### config.mk
export PLATFORM = sky130hd
export DESIGN_NAME = instr_fetch_unit
export DESIGN_NICKNAME = d
export VERILOG_FILES = /design/src/rtl/instr_fetch_unit.sv
export SDC_FILE = /design/constraint.sdc
export NUM_CORES = 1
export LEC_CHECK = 0
export ABC_CLOCK_PERIOD_IN_PS = 2300
export CORE_MARGIN = 5
export CORE_UTILIZATION = 42
export CTS_CLUSTER_DIAMETER = 80
export CTS_CLUSTER_SIZE = 14
export DETAILED_ROUTE_END_ITERATION = 12
export PLACE_DENSITY = 0.87
export SYNTH_ARGS = -nofsm -noshare
export SYNTH_HDL_FRONTEND = slang
export SYNTH_SLANG_ARGS = --single-unit
### constraint.sdc
create_clock -name clk -period 2.3 [get_ports clk]
set_clock_uncertainty 0.05 [all_clocks]
set_input_delay 0.46 -clock clk [delete_from_list [all_inputs] [get_ports clk]]
set_output_delay 0.46 -clock clk [all_outputs]
set_load 0.005 [all_outputs]
### src/rtl/instr_fetch_unit.sv
// Instruction fetch/sequencing stage: holds the PC, fetches one instruction per step,
// presents its opcode to the decoder and applies the decoder's jump/halt outcome.
module instr_fetch_unit #(
   parameter int unsigned        ADDR_W   = 8,
   parameter int unsigned        INSTR_W  = 32,
   parameter logic [ADDR_W-1:0]  RESET_PC = '0
) (
   input  logic               clk,
   input  logic               rst,
   input  logic               start,
   output logic               imem_req,
   output logic [ADDR_W-1:0]  imem_addr,
   input  logic [INSTR_W-1:0] imem_rdata,
   input  logic               imem_ready,
   output logic [INSTR_W-1:0] instr,
   output logic [7:0]         opcode,
   output logic               instr_valid,
   input  logic               exec_done,
   input  logic               jump_enable,
   input  logic [ADDR_W-1:0]  jump_target,
   input  logic               finaliza_execucao,
   output logic [ADDR_W-1:0]  pc,
   output logic               halted
);

   typedef enum logic [1:0] {StIdle, StFetch, StIssue, StHalt} state_e;

   state_e             state_q, state_d;
   logic [ADDR_W-1:0]  pc_q, pc_d;
   logic [INSTR_W-1:0] instr_q, instr_d;

   always_ff @(posedge clk or negedge rst) begin
      if (!rst) begin
         state_q <= StIdle;
         pc_q    <= RESET_PC;
         instr_q <= '0;
      end else begin
         state_q <= state_d;
         pc_q    <= pc_d;
         instr_q <= instr_d;
      end
   end

   always_comb begin
      state_d = state_q;
      pc_d    = pc_q;
      instr_d = instr_q;
      unique case (state_q)
         StIdle: begin
            if (start) state_d = StFetch;
         end
         StFetch: begin
            if (imem_ready) begin
               instr_d = imem_rdata;
               state_d = StIssue;
            end
         end
         StIssue: begin
            // Halt wins over jump; pc stays on the halting instruction.
            if (exec_done) begin
               if (finaliza_execucao) begin
                  state_d = StHalt;
               end else begin
                  state_d = StFetch;
                  pc_d    = jump_enable ? jump_target : pc_q + ADDR_W'(1);
               end
            end
         end
         StHalt: begin
            state_d = StHalt;
         end
      endcase
   end

   // All outputs decode from registers only.
   assign imem_req    = (state_q == StFetch);
   assign imem_addr   = pc_q;
   assign instr_valid = (state_q == StIssue);
   assign halted      = (state_q == StHalt);
   assign instr       = instr_q;
   assign opcode      = instr_q[INSTR_W-1 -: 8];
   assign pc          = pc_q;

endmodule

# Yosys cells after proc, flatten, opt, wreduce, memory -nomap -nowiden
# Index checks and enable logic that the tools add are counted.
[totals]
wordCells = 21
regBits = 42
inputBits = 47
out_inout_bits = 59
[classes]
n_addsub = 1
n_reduce_logical = 4
n_eq_ne = 6
n_mux = 6
bitwise = 1
[ops]
columns = ["operator", "n"]
rows = [
  ["adder 8 x 1 -> 8 bit, second input constant", 1],
  ["2-to-1 mux 2 bit", 4],
  ["2-to-1 mux 8 bit", 1],
  ["one-hot mux 2 bit (4 select lines)", 1],
  ["AND reduction 3 bit", 2],
  ["== test 2 bit, second input constant", 2],
  ["!= test 2 x 1 -> 1 bit, second input constant", 2],
  ["== test 2 x 1 -> 1 bit, second input constant", 1],
  ["zero test 2 bit", 1],
  ["!= test 2 bit, second input constant", 1],
  ["AND reduction 2 bit", 1],
  ["NOT 1 bit", 1],
]

# Depth between registers and ports, before layout
# Gate-level depths: netlist (run 1).
[logic_depth]
ltp_word = 3
mapped_depth = 5
depth_no_buf = 4

# Least setup slack after synthesis (run 1)
# OpenSTA, ideal clock, no wires.
[synth_path]
path_kind = "input -> register"
start = "input finaliza_execucao"
end = "register pc_q[7] (netlist: imem_addr[7])"
stages = 5
path_buffers = 2
slack_ps = 935
t_arrival_ps = 1188
setup_time_ps = 127
cell_sequence = "and4bb_1 > buf_6 > buf_12 > mux2i_1 > nand3b_1"
[synth_via]
elab_chain_cells = 2
[synth_lines]
columns = ["element", "line_no", "rtl"]
rows = [
  ["start, declared", "21", "input logic finaliza_execucao,"],
  ["NOT 1 bit (no line)", "--", ""],
  ["AND reduction 3 bit (no line)", "--", ""],
  ["end signal, assigned", "39", "pc_q <= pc_d;"],
  ["end, declared", "29", "logic [ADDR_W-1:0] pc_q, pc_d;"],
]
# No other way between the ends.
# A chain may end at the register's enable or synchronous reset.

# Worst setup path after layout (run 1)
[layout_path]
start = "register state_q[1]"
end = "output halted"
[layout_via]
elab_chain_cells = 1
[layout_lines]
columns = ["element", "line_no", "rtl"]
rows = [
  ["start, declared", "28", "state_e state_q, state_d;"],
  ["start signal, assigned", "34", "state_q <= StIdle;"],
  ["start signal, assigned", "38", "state_q <= state_d;"],
  ["== test 2 bit", "79", "assign halted = (state_q == StHalt);"],
  ["end, declared", "23", "output logic halted"],
]
# No other way between the ends.

==> flow_summary_export.csv, run 1 <==
group,metric,value,unit
outcome,status,"finished clean",
floorplan,die_h,78.9,um
floorplan,die_w,78.9,um
clock_network,tritoncts,"done",
global_routing,grt_overflow,0,
finish,seq_area,1050,um^2
detailed_routing,postRouteAntennaNets,0,
critical_path,cp_cell_sequence,"and2_1 > clkdlybuf4s50_1",
floorplan,dieArea,6230,um^2
sta,fmax,499,MHz
clock_network,cts.reportedPaths.clkPinSlew,80,ps
detailed_routing,via_per_inst,4.94,
worst_hold_path,min_path_type,"in2async",
critical_path,path_buf_inv,1,
global_routing,grt_max_degree,34,
yosys,synth-seq-cells,42,
critical_path,r2r-start,"state_q[1]$_DFFE_PN0P_",
critical_path,critPathCapture,"halted",
detailed_routing,drt-total-wl,4570,um
yosys,syn_inst,156,
floorplan,core,4660,um^2
yosys,synth_top_flop_cell,"dfrtp_1",
detailed_routing,initialDrtViolationCount,48,
power,power.net_switching,577,uW
detailed_routing,wl_per_cell,15.1,um
power,seqPwrFrac,44.9,%
clock_network,cts_max_path_buffers,2,
global_routing,antenna_found_initial,0,
power,p_comb_share,36.1,%
critical_path,worstPathArrival,1490,ps
power,p_int,1750,uW
yosys,synth_top_area_cell,"dfrtp_1",
sta,hold_slack,64.8,ps
detailed_routing,drc,0,
yosys,netlist-cell-type-count,33,
finish,n_antenna_cell,0,
power,sw_frac_of_total,24.8,%
power,clkPwrFrac,19.1,%
yosys,synthArstFlopShare,100,%
critical_path,required,1790,ps
finish,drive_above_1_share,18.9,%
clock_network,clockRootBuffer,"clkbuf_8",
yosys,syn_nets,204,
yosys,synth_area_leaders,"dfrtp_1, mux2_2, buf_4, buf_6, a22o_1",
yosys,ys_warn_count,0,
placed_design,dpl.hpwl,3540,um
detailed_routing,firstDrtPassIters,4,
sta,fin_setup_tns,0,ps
sta,hold_violations,0,
sta,tightest_slew,572,ps
finish,nNetsFinal,297,
clock_network,cts.hold.buffers_added,0,
detailed_routing,routed-via-count,1497,
finish,n_fill_cell,377,
critical_path,end_kind,"output pin",
finish,multi_input_area,742,um^2
yosys,synth_edf_count,0,
sta,drv_slew,0,
placed_design,port_buffers,105,
critical_path,crit_cells,2,
clock_network,clkSinkCount,42,
critical_path,worstSetupPathType,"reg2out",
sta,period_needed,2000,ps
clock_network,cts_buffers,5,
critical_path,start_kind,"flop",
sta,relSlewSlack,61.7,%
floorplan,start_util,42.8,%
sta,fin_crit_sh,87.2,%
power,p_leak,0.00131,uW
critical_path,slowest_stage,"clkdlybuf4s50_1",
floorplan,io_pins,106,
global_routing,grt_usage,14.9,%
critical_path,r2r_slack,690,ps
global_routing,grt_pass1_wl,7360,um
clock_network,cts_setup_buffers,0,
sta,layout_setup_ws,295,ps
critical_path,crit_start,"state_q[1]$_DFFE_PN0P_",
critical_path,r2r_cells,3,
global_routing,first_global_vias,1585,
yosys,ys_seq_area_share,52.7,%
yosys,yosys.area.top_type_share,52.7,%
power,ir_worst_vdd,0.522,mV
clock_network,cts_resized,0,
finish,areaGrowthSynthToFinish,51.6,%
critical_path,critPathMaxStageDelay,530,ps
placed_design,place.gp.congestion,0.774,
yosys,synth_area,1990,um^2
yosys,syn_avg_cell_area,12.8,um^2
clock_network,clk_latency,280,ps
critical_path,path_max_fanout,8,
critical_path,r2r_end,"imem_addr[4]$_DFFE_PN0P_",
sta,rsz0062_at_grt,"no",
job,maxCapViolCount,0,
clock_network,h-tree-depth,2,
sta,setup_viol,0,
critical_path,cp_top_family,"buffers and inverters",
power,p_per_area,768,nW/um^2
floorplan,rows,25,
placed_design,pre_cts_slack,283,ps
per-stage QoR:
step | cell area, um^2 | instances | utilization (%) | total power [uW]
after floorplan | 1990 | 156 | - | 1350
after global placement | 2940 | 296 | 63.2 | 1880
after detailed placement | 2940 | 296 | 63.2 | 1910
after CTS | 3020 | 303 | 64.9 | 2360
after global routing | 3020 | 303 | 64.9 | 2480
final | 3020 | 303 | 64.9 | 2320
cells in the final DEF, fill, tap and decap left out, types with 3 or more instances in the layout:
| cell | netlist | layout |
|---|---|---|
| dfrtp_1 | 42 | 42 |
| nand2_1 | 4 | 4 |
| and2_1 | 3 | 3 |
| a22o_1 | 4 | 4 |
| clkbuf_8 | 0 | 5 |
| and3_1 | 3 | 3 |
| a21oi_1 | 5 | 5 |
| nand2b_1 | 3 | 3 |
| mux2_2 | 33 | 33 |
| mux2i_1 | 3 | 3 |
| o21ai_0 | 5 | 5 |
| clkdlybuf4s50_1 | 0 | 104 |
| nor2_1 | 7 | 7 |
| buf_4 | 16 | 4 |
final cells by class:
class / instances / area share [%]
Clock buffer: 6 / 2.40
Tap cell: 54 / 2.23
Sequential cell: 42 / 34.8
Clock inverter: 1 / 0.248
Timing Repair Buffer: 109 / 35.6
Multi-Input combinational cell: 89 / 24.5
Inverter: 2 / 0.248
Yosys cell counts (2+ instances only):
cell type,number
a21oi_1,5
a22o_1,4
buf_4,16
mux2i_1,3
nand2_1,4
nand3_1,2
buf_6,4
and4_1,2
nand4_1,2
nor2_1,7
and2_1,3
dfrtp_1,42
and3_1,3
o21ai_0,5
inv_1,2
mux2_2,33
nand2b_1,3
registers in the layout, indices dropped and copies added (netlist names):
name and flops:
instr 32, imem_addr 8, state_q 2
routing by layer:
layer	track usage [%]	routed length [um]
met1	16.5	1740
met2	25.4	2240
met3	8.62	575
met4	2.06	11
met5	0	0
power by group through the flow:
stage | sequential (uW) | combinational, uW | clock [uW]
detailed placement | 1060 | 853 | 0
floorplan | 1060 | 282 | 0
finish | 1040 | 838 | 443
CTS | 1040 | 857 | 461
global placement | 1050 | 832 | 0
global route | 1070 | 906 | 496
cell families after synthesis:
kind of cell,after synthesis,share of synthesized area [%]
multiplexers,36,20.1
AND/OR/NAND/NOR,33,10.4
adder cells (fa/ha/maj),1,0.627
AO/OA/AOI/OAI,19,6.08
buffers and inverters,25,10.1
flip-flops,42,52.7
worst min-delay path by stage:
stage                                          end  slack (ps)  cells after the start
after floorplan           imem_addr[0]$_DFFE_PN0P_         110                      0
after global placement    imem_addr[3]$_DFFE_PN0P_         380                      1
after detailed placement  imem_addr[3]$_DFFE_PN0P_         380                      1
after CTS                     instr[4]$_DFFE_PN0P_          70                      1
after global routing         instr[10]$_DFFE_PN0P_          80                      1
final                        instr[11]$_DFFE_PN0P_          60                      1
No activity file was read; power rests on OpenSTA's default activity.
==> run 2, diff against run 1 <==
--- a/config.mk
+++ b/config.mk
@@ -6,6 +6,7 @@
 export NUM_CORES = 1
 export LEC_CHECK = 0
 export ABC_CLOCK_PERIOD_IN_PS = 2300
+export CAP_MARGIN = 15
 export CORE_MARGIN = 5
 export CORE_UTILIZATION = 42
 export CTS_CLUSTER_DIAMETER = 80
==> results of run 2 <==
Same layout as run 1: the final DEF is identical, and so are final timing and power.
==> run 3, diff against run 2 <==
--- a/config.mk
+++ b/config.mk
@@ -13,6 +13,7 @@
 export CTS_CLUSTER_SIZE = 14
 export DETAILED_ROUTE_END_ITERATION = 12
 export PLACE_DENSITY = 0.87
+export SKIP_LAST_GASP = 1
 export SYNTH_ARGS = -nofsm -noshare
 export SYNTH_HDL_FRONTEND = slang
 export SYNTH_SLANG_ARGS = --single-unit
==> results of run 3 <==
Same layout as run 1: the final DEF is identical, and so are final timing and power.
